File: src/rtl/msrv32_csr_file.sv
// Machine-mode CSR file for the msrv32 core: status/trap registers,
// 64-bit cycle/instret counters, and trap/mret sequencing.
module msrv32_csr_file #(
    parameter logic [31:0] MHARTID     = 32'h00000000,
    parameter logic [31:0] MTVEC_RESET = 32'h00000000
) (
    input  logic        clk_in,
    input  logic        reset_in,
    input  logic [11:0] csr_addr_in,
    input  logic [2:0]  csr_op_in,
    input  logic        csr_wr_en_in,
    input  logic [31:0] rs1_in,
    input  logic [31:0] imm_in,
    input  logic [31:0] pc_in,
    input  logic        instret_inc_in,
    input  logic        trap_in,
    input  logic [31:0] trap_cause_in,
    input  logic [31:0] trap_val_in,
    input  logic        mret_in,
    output logic [31:0] csr_data_out,
    output logic [31:0] trap_vector_out,
    output logic [31:0] epc_out,
    output logic        mie_out,
    output logic        illegal_csr_out
);

    localparam logic [11:0] A_MSTATUS   = 12'h300, A_MISA     = 12'h301, A_MIE     = 12'h304,
                            A_MTVEC     = 12'h305, A_MSCRATCH = 12'h340, A_MEPC    = 12'h341,
                            A_MCAUSE    = 12'h342, A_MTVAL    = 12'h343, A_MIP     = 12'h344,
                            A_MCYCLE    = 12'hB00, A_MCYCLEH  = 12'hB80, A_MINSTRET = 12'hB02,
                            A_MINSTRETH = 12'hB82, A_CYCLE    = 12'hC00, A_CYCLEH  = 12'hC80,
                            A_INSTRET   = 12'hC02, A_INSTRETH = 12'hC82, A_MHARTID = 12'hF14;
    localparam logic [31:0] MIE_MASK = 32'h00000888;

    logic        mstatus_mie, mstatus_mpie;
    logic [31:0] mie_q, mtvec_q, mscratch_q, mepc_q, mcause_q, mtval_q;
    logic [63:0] mcycle_q, minstret_q;
    logic        cnt_en_q;

    logic        mapped, ro_space, write_type, wr_commit, sys_wr;
    logic [31:0] operand, wr_val;

    wire unused_imm = &{1'b0, imm_in[31:5]};

    always_comb begin
        mapped       = 1'b1;
        csr_data_out = 32'h0;
        case (csr_addr_in)
            A_MSTATUS:                csr_data_out = {19'b0, 2'b11, 3'b0, mstatus_mpie, 3'b0, mstatus_mie, 3'b0};
            A_MISA:                   csr_data_out = 32'h40000100;
            A_MIE:                    csr_data_out = mie_q;
            A_MTVEC:                  csr_data_out = mtvec_q;
            A_MSCRATCH:               csr_data_out = mscratch_q;
            A_MEPC:                   csr_data_out = mepc_q;
            A_MCAUSE:                 csr_data_out = mcause_q;
            A_MTVAL:                  csr_data_out = mtval_q;
            A_MIP:                    csr_data_out = 32'h0;
            A_MCYCLE, A_CYCLE:        csr_data_out = mcycle_q[31:0];
            A_MCYCLEH, A_CYCLEH:      csr_data_out = mcycle_q[63:32];
            A_MINSTRET, A_INSTRET:    csr_data_out = minstret_q[31:0];
            A_MINSTRETH, A_INSTRETH:  csr_data_out = minstret_q[63:32];
            A_MHARTID:                csr_data_out = MHARTID;
            default:                  mapped = 1'b0;
        endcase
    end

    // Set/clear with a zero operand is a pure read, so it stays legal on read-only CSRs.
    always_comb begin
        operand = csr_op_in[2] ? {27'b0, imm_in[4:0]} : rs1_in;
        case (csr_op_in[1:0])
            2'b01:   wr_val = operand;
            2'b10:   wr_val = csr_data_out | operand;
            2'b11:   wr_val = csr_data_out & ~operand;
            default: wr_val = csr_data_out;
        endcase
        write_type      = (csr_op_in[1:0] == 2'b01) || (csr_op_in[1:0] != 2'b00 && operand != 32'h0);
        ro_space        = (csr_addr_in[11:10] == 2'b11);
        illegal_csr_out = csr_wr_en_in && (!mapped || (ro_space && write_type));
        wr_commit       = csr_wr_en_in && (csr_op_in[1:0] != 2'b00) && mapped && !ro_space;
        sys_wr          = wr_commit && !trap_in && !mret_in;
    end

    always_ff @(posedge clk_in or posedge reset_in) begin
        if (reset_in) begin
            mstatus_mie  <= 1'b0;
            mstatus_mpie <= 1'b0;
            mepc_q       <= 32'h0;
            mcause_q     <= 32'h0;
            mtval_q      <= 32'h0;
        end else if (trap_in) begin
            mepc_q       <= pc_in & ~32'h3;
            mcause_q     <= trap_cause_in;
            mtval_q      <= trap_val_in;
            mstatus_mpie <= mstatus_mie;
            mstatus_mie  <= 1'b0;
        end else if (mret_in) begin
            mstatus_mie  <= mstatus_mpie;
            mstatus_mpie <= 1'b1;
        end else if (sys_wr) begin
            case (csr_addr_in)
                A_MSTATUS: begin
                    mstatus_mie  <= wr_val[3];
                    mstatus_mpie <= wr_val[7];
                end
                A_MEPC:   mepc_q   <= wr_val & ~32'h3;
                A_MCAUSE: mcause_q <= wr_val;
                A_MTVAL:  mtval_q  <= wr_val;
                default:  ;
            endcase
        end
    end

    always_ff @(posedge clk_in or posedge reset_in) begin
        if (reset_in) begin
            mie_q      <= 32'h0;
            mtvec_q    <= MTVEC_RESET;
            mscratch_q <= 32'h0;
        end else if (wr_commit) begin
            case (csr_addr_in)
                A_MIE:      mie_q      <= wr_val & MIE_MASK;
                A_MTVEC:    mtvec_q    <= wr_val & ~32'h3;
                A_MSCRATCH: mscratch_q <= wr_val;
                default:    ;
            endcase
        end
    end

    // cnt_en_q holds mcycle for the first edge after reset release.
    always_ff @(posedge clk_in or posedge reset_in) begin
        if (reset_in) begin
            cnt_en_q   <= 1'b0;
            mcycle_q   <= 64'h0;
            minstret_q <= 64'h0;
        end else begin
            cnt_en_q <= 1'b1;
            if (wr_commit && csr_addr_in == A_MCYCLE)        mcycle_q[31:0]  <= wr_val;
            else if (wr_commit && csr_addr_in == A_MCYCLEH)  mcycle_q[63:32] <= wr_val;
            else if (cnt_en_q)                               mcycle_q        <= mcycle_q + 64'd1;

            if (wr_commit && csr_addr_in == A_MINSTRET)       minstret_q[31:0]  <= wr_val;
            else if (wr_commit && csr_addr_in == A_MINSTRETH) minstret_q[63:32] <= wr_val;
            else if (instret_inc_in)                          minstret_q        <= minstret_q + 64'd1;
        end
    end

    assign trap_vector_out = mtvec_q;
    assign epc_out         = mepc_q;
    assign mie_out         = mstatus_mie;

endmodule

File: config.mk
export PLATFORM = sky130hd
export DESIGN_NAME = msrv32_csr_file
export DESIGN_NICKNAME = d
export VERILOG_FILES = /design/src/rtl/msrv32_csr_file.sv
export SDC_FILE = /design/constraint.sdc
export NUM_CORES = 1
export LEC_CHECK = 0
export BUFFER_PORTS_ARGS = -buffer_cell sky130_fd_sc_hd__clkbuf_2
export CORE_MARGIN = 5
export CORE_UTILIZATION = 60
export DETAILED_ROUTE_END_ITERATION = 10
export PLACE_DENSITY = 0.84
export SLEW_MARGIN = 20
export SYNTH_ARGS = -nofsm -noshare
export SYNTH_HDL_FRONTEND = slang
export SYNTH_SLANG_ARGS = --single-unit
File: constraint.sdc
create_clock -name clk_in -period 27 [get_ports clk_in]
set_clock_uncertainty 0.1 [all_clocks]
set_input_delay 1.35 -clock clk_in [delete_from_list [all_inputs] [get_ports clk_in]]
set_output_delay 1.35 -clock clk_in [all_outputs]
set_load 0.005 [all_outputs]
; After elaboration in Yosys (flattened, before gate mapping)
; Cells that the tools add are included.
[word_totals]
word_cells = 123
out_inout_bits = 98
regBits = 292
inputBits = 181
[classes]
bitwise_logic = 5
eq_ne = 25
n_addsub = 2
n_reduce_logical = 46
n_mux = 32
[ops]
columns = op, count
row1 = 2-to-1 mux 32 bit, 19
row2 = one-hot mux 32 bit (12 select lines), 1
row3 = adder 64 x 1 -> 64 bit (second input constant), 2
row4 = 2-to-1 mux 64 bit, 2
row5 = equality test 12 x 10 -> 1 bit (second input constant), 9
row6 = equality test 12 bit (second input constant), 9
row7 = one-hot mux 32 bit (3 select lines), 1
row8 = AND 32 bit, 1
row9 = inverter 32 bit, 1
row10 = OR 32 bit, 1
row11 = nonzero test 32 bit, 1
row12 = nonzero test 2 bit, 9
row13 = OR reduction 18 bit, 1
row14 = AND reduction 2 bit, 8
row15 = logical AND 1 bit, 12
row16 = 2-to-1 mux 1 bit, 9
row17 = AND reduction 3 bit, 3
row18 = OR reduction 2 bit, 4
row19 = equality test 2 bit (second input constant), 3
row20 = inequality test 2 bit (second input constant), 3
row21 = nonzero test 3 bit, 2
row22 = zero test 1 bit, 4
row23 = equality test 2 x 1 -> 1 bit (second input constant), 1
row24 = logical OR 1 bit, 2
row25 = inverter 1 bit, 2

; Logic depth before layout (Yosys ltp)
[depth]
word_depth = 10
depth_mapped = 11

; Worst setup path after synthesis
; OpenSTA, ideal clock, no wires.
[synth_path]
kind = input port to output port
startpoint = in csr_addr_in[0]
endpoint = out csr_data_out[26]
setup_slack_ns = 22.485
stages = 5
arrival_ns = 3.065
n_path_buf = 2
cell_sequence = buf_2 -> buf_2 -> mux4_2 -> a2111oi_0 -> inv_1
[synth_between]
elab_chain_len = 3
elab_cells_between_ends = 21
cone_classes = eq/ne (16) / mux (1) / reduce/logical (4)
[synth_rtl]
columns = item, line
row1 = from (decl), 9  ; input logic [11:0] csr_addr_in,
row2 = equality test 12 bit, 48  ; case (csr_addr_in)
row3 = "OR reduction 2 bit, on equally long branches", -
row4 = one-hot mux 32 bit (12 select lines) *, 48
row5 = to (decl), 20  ; output logic [31:0] csr_data_out,
; Mark *: on every way between the ends. The rest lies on a longest branch, timed or not.

; Worst setup path in the final report
[layout_path]
startpoint = in csr_addr_in[7]
endpoint = out csr_data_out[21]
; Same word-level chain as after synthesis.

==> results.toml <==
[outcome]
status = "completed"

[clock_network]
h-tree-depth = 2
root_buffer = "clkbuf_16"
insertion_delay_ns = 0.53
path_clk_slew_ns = 0.05
post_cts_resized = 0
ctsHoldBuffers = 0
cts_setup_buffers = 0
clk_path_buf_depth = 3
cts_buffers = 34
cts_sinks = 290
cts_tree = "built"

[placement]
io_buffer_count = 245
gp_congestion = 1.011
dp.cells = 2511
dpl.hpwl_mm = 52.73

[synthesis]
synthFlopType = "dfrtp_1"
synth_area_leader_cell = "dfrtp_1"
ys_warn_count = 0
synth_seq_cells = 290
syn_area_um2 = 17720
synth.top_cells.by_area = "dfrtp_1 41%, mux2i_1 5.3%, nand2_1 5.1%"
synth.distinct_cells = 102
synth-seq-area-share = 0.4096
avgSynthCellArea_um2 = 9.003
synth_edf_count = 0
yosysTopAreaCellShare = 0.4096
syn_inst = 1968
async_reset_ff_frac = 1.000

[floorplanning]
core-area_um2 = 29400
die_x_um = 181.8
fp.dieH_um = 181.8
fp.dieArea_um2 = 33070
start_util = 0.6026
fp-row-count = 63
boundaryPins = 279

[sta]
tightest_slew_ns = 1.307
relSlewSlack = 0.1229
setup_viol = 0
maxSlewViolCount = 0
rsz0062_at_grt = "no"
fmax_mhz = 174.4
period_share = 0.2124
post-route-min-period_ns = 5.735
finalHoldViolCount = 0
setup_tns_ns = 0

[setup_path]
path_class = "primary input to output port"
rrSetupSlack_ns = 23.77
crit_arrival_ns = 4.29
cp-start-kind = "primary input"
crit_end = "csr_data_out[21]"
endpoint_kind = "output port"
critical_path_required_ns = 25.55
reg2reg_from = "mtval_q[23]$_DFFE_PP0P_"
crit_start = "csr_addr_in[7]"
reg2regPathDepth = 6
rr_endpoint = "mtval_q[23]$_DFFE_PP0P_"
crit_fanout = 51

[final_layout]
drive_gt1_frac = 0.1937
area_growth_pct = 14.89
nets = 2340
layout.cells.non_filler = 2570
fillers = 2336
regArea_um2 = 7257
multiInputGateArea_um2 = 9823

[drt]
wl_mm = 74.68
drcViolationCount = 0
wl_per_cell_um = 29.06
final_antenna_net_count = 0
via_per_inst = 7.254
dr.first_iter.drc_count = 2525
vias = 18640
drt-pass1-iter-count = 6

[global_routing]
grt_max_degree = 161
grt_antenna_before_repair = 1
first_global_vias = 18050
grt_pass1_wl_mm = 110.9
overflow = 0
grt_usage = 0.4378

[pwr]
ir_drop_mv = 0.04856
p_per_area_nw_per_um2 = 54.70
cellLeakagePower_nw = 8.882

[worst_hold_path]
hp-class = "flip-flop to flip-flop"

[job]
cap_viol_max_count = 0
worst min-delay path by stage:
stage	start	slack, ns	endpoint	depth (start not counted)
after floorplan	mcause_q[2]$_DFFE_PP0P_	0.34	mcause_q[2]$_DFFE_PP0P_	2
after global placement	mscratch_q[27]$_DFFE_PP0P_	0.36	mscratch_q[27]$_DFFE_PP0P_	2
after detailed placement	mscratch_q[19]$_DFFE_PP0P_	0.37	mscratch_q[19]$_DFFE_PP0P_	2
after CTS	mscratch_q[9]$_DFFE_PP0P_	0.39	mscratch_q[9]$_DFFE_PP0P_	2
after global routing	mcause_q[2]$_DFFE_PP0P_	0.41	mcause_q[2]$_DFFE_PP0P_	2
final	mtval_q[2]$_DFFE_PP0P_	0.38	mtval_q[2]$_DFFE_PP0P_	2
where the power goes:
part	total, mW	switching, mW	internal [mW]
registers	0.492	0.0305	0.462
clock network	0.454	0.192	0.263
logic	0.167	0.107	0.0599
critical path, stage by stage:
cell       delay, ns
clkbuf_2        0.07
buf_4           0.64
or4_1           0.44
a211oi_1        0.10
buf_4           0.22
a22o_1          0.24
a2111oi_0       0.90
inv_1           0.14
clkbuf_2        0.17
layout make-up:
type	count	area share
timing repair buffer	291	0.07781
sequential	290	0.3565
tap	390	0.02397
clock buffer	48	0.04788
antenna	1	0.0001229
inverter	31	0.006085
clock inverter	10	0.005101
multi-input combinational	1509	0.4825
flip-flops by register name, summed over array words and instances, names as in the netlist:
| register | flops |
|---|---|
| mcycle_q | 64 |
| minstret_q | 64 |
| mcause_q | 32 |
| mscratch_q | 32 |
| mtval_q | 32 |
| epc_out | 30 |
| trap_vector_out | 30 |
| mie_q | 3 |
| cnt_en_q | 1 |
| mie_out | 1 |
| mstatus_mpie | 1 |
kinds of logic after synthesis:
family          share of synthesized area
simple gates                       0.1991
compound gates                     0.2194
flops                              0.4096
buf+inv                           0.04138
mux                               0.08368
xor+xnor                          0.04498
fa+ha+maj                        0.001412
other cells                     0.0004239
placed cells by master, fill, tap and decap left out, drive strengths merged, types with 9 or more instances in the layout:
master / n
clkbuf: 293
dfrtp: 290
nand2: 244
o21ai: 165
a21oi: 141
mux2i: 93
nor2: 87
o22ai: 71
nand3: 70
xnor2: 53
buf: 46
nor3: 46
nand4: 43
xor2: 38
and2: 35
inv: 32
nor2b: 30
o211ai: 29
and3: 25
a22oi: 25
nor4: 21
a211oi: 20
a31oi: 19
mux4: 17
and4: 17
a22o: 15
mux2: 15
a221oi: 12
nor4b: 11
or3: 10
a21o: 10
o2111ai: 9
a222oi: 9
synth_stat cells (38+ instances only):
cell	instances
dfrtp_1	290
nand2_1	243
o21ai_0	149
a21oi_1	139
clkbuf_1	96
mux2i_1	93
nor2_1	86
o22ai_1	71
nand3_1	70
xnor2_1	53
nor3_1	43
nand4_1	41
xor2_1	38
metrics by stage:
step                utilization  hold WS, ns  worst slack [ns]  instance area, um2  total power [mW]
global placement         0.6545       0.3576             21.30               19240            0.6504
finish                   0.6924       0.3818             21.26               20360             1.113
floorplan                     -       0.3446             17.54               17730            0.5837
CTS                      0.6914       0.3875             21.25               20330             1.103
detailed placement       0.6547       0.3673             21.27               19250            0.6566
global route             0.6923       0.4101             21.19               20350             1.144
routing by layer:
layer,vias to the layer above,share of wire,track usage
li1,7777,-,-
met1,8863,0.35,0.5682
met2,1649,0.43,0.6526
met3,354,0.15,0.1456
met4,0,0.070,0.2324
met5,-,0,0
Note: power is estimated with default switching activity, not from simulation.
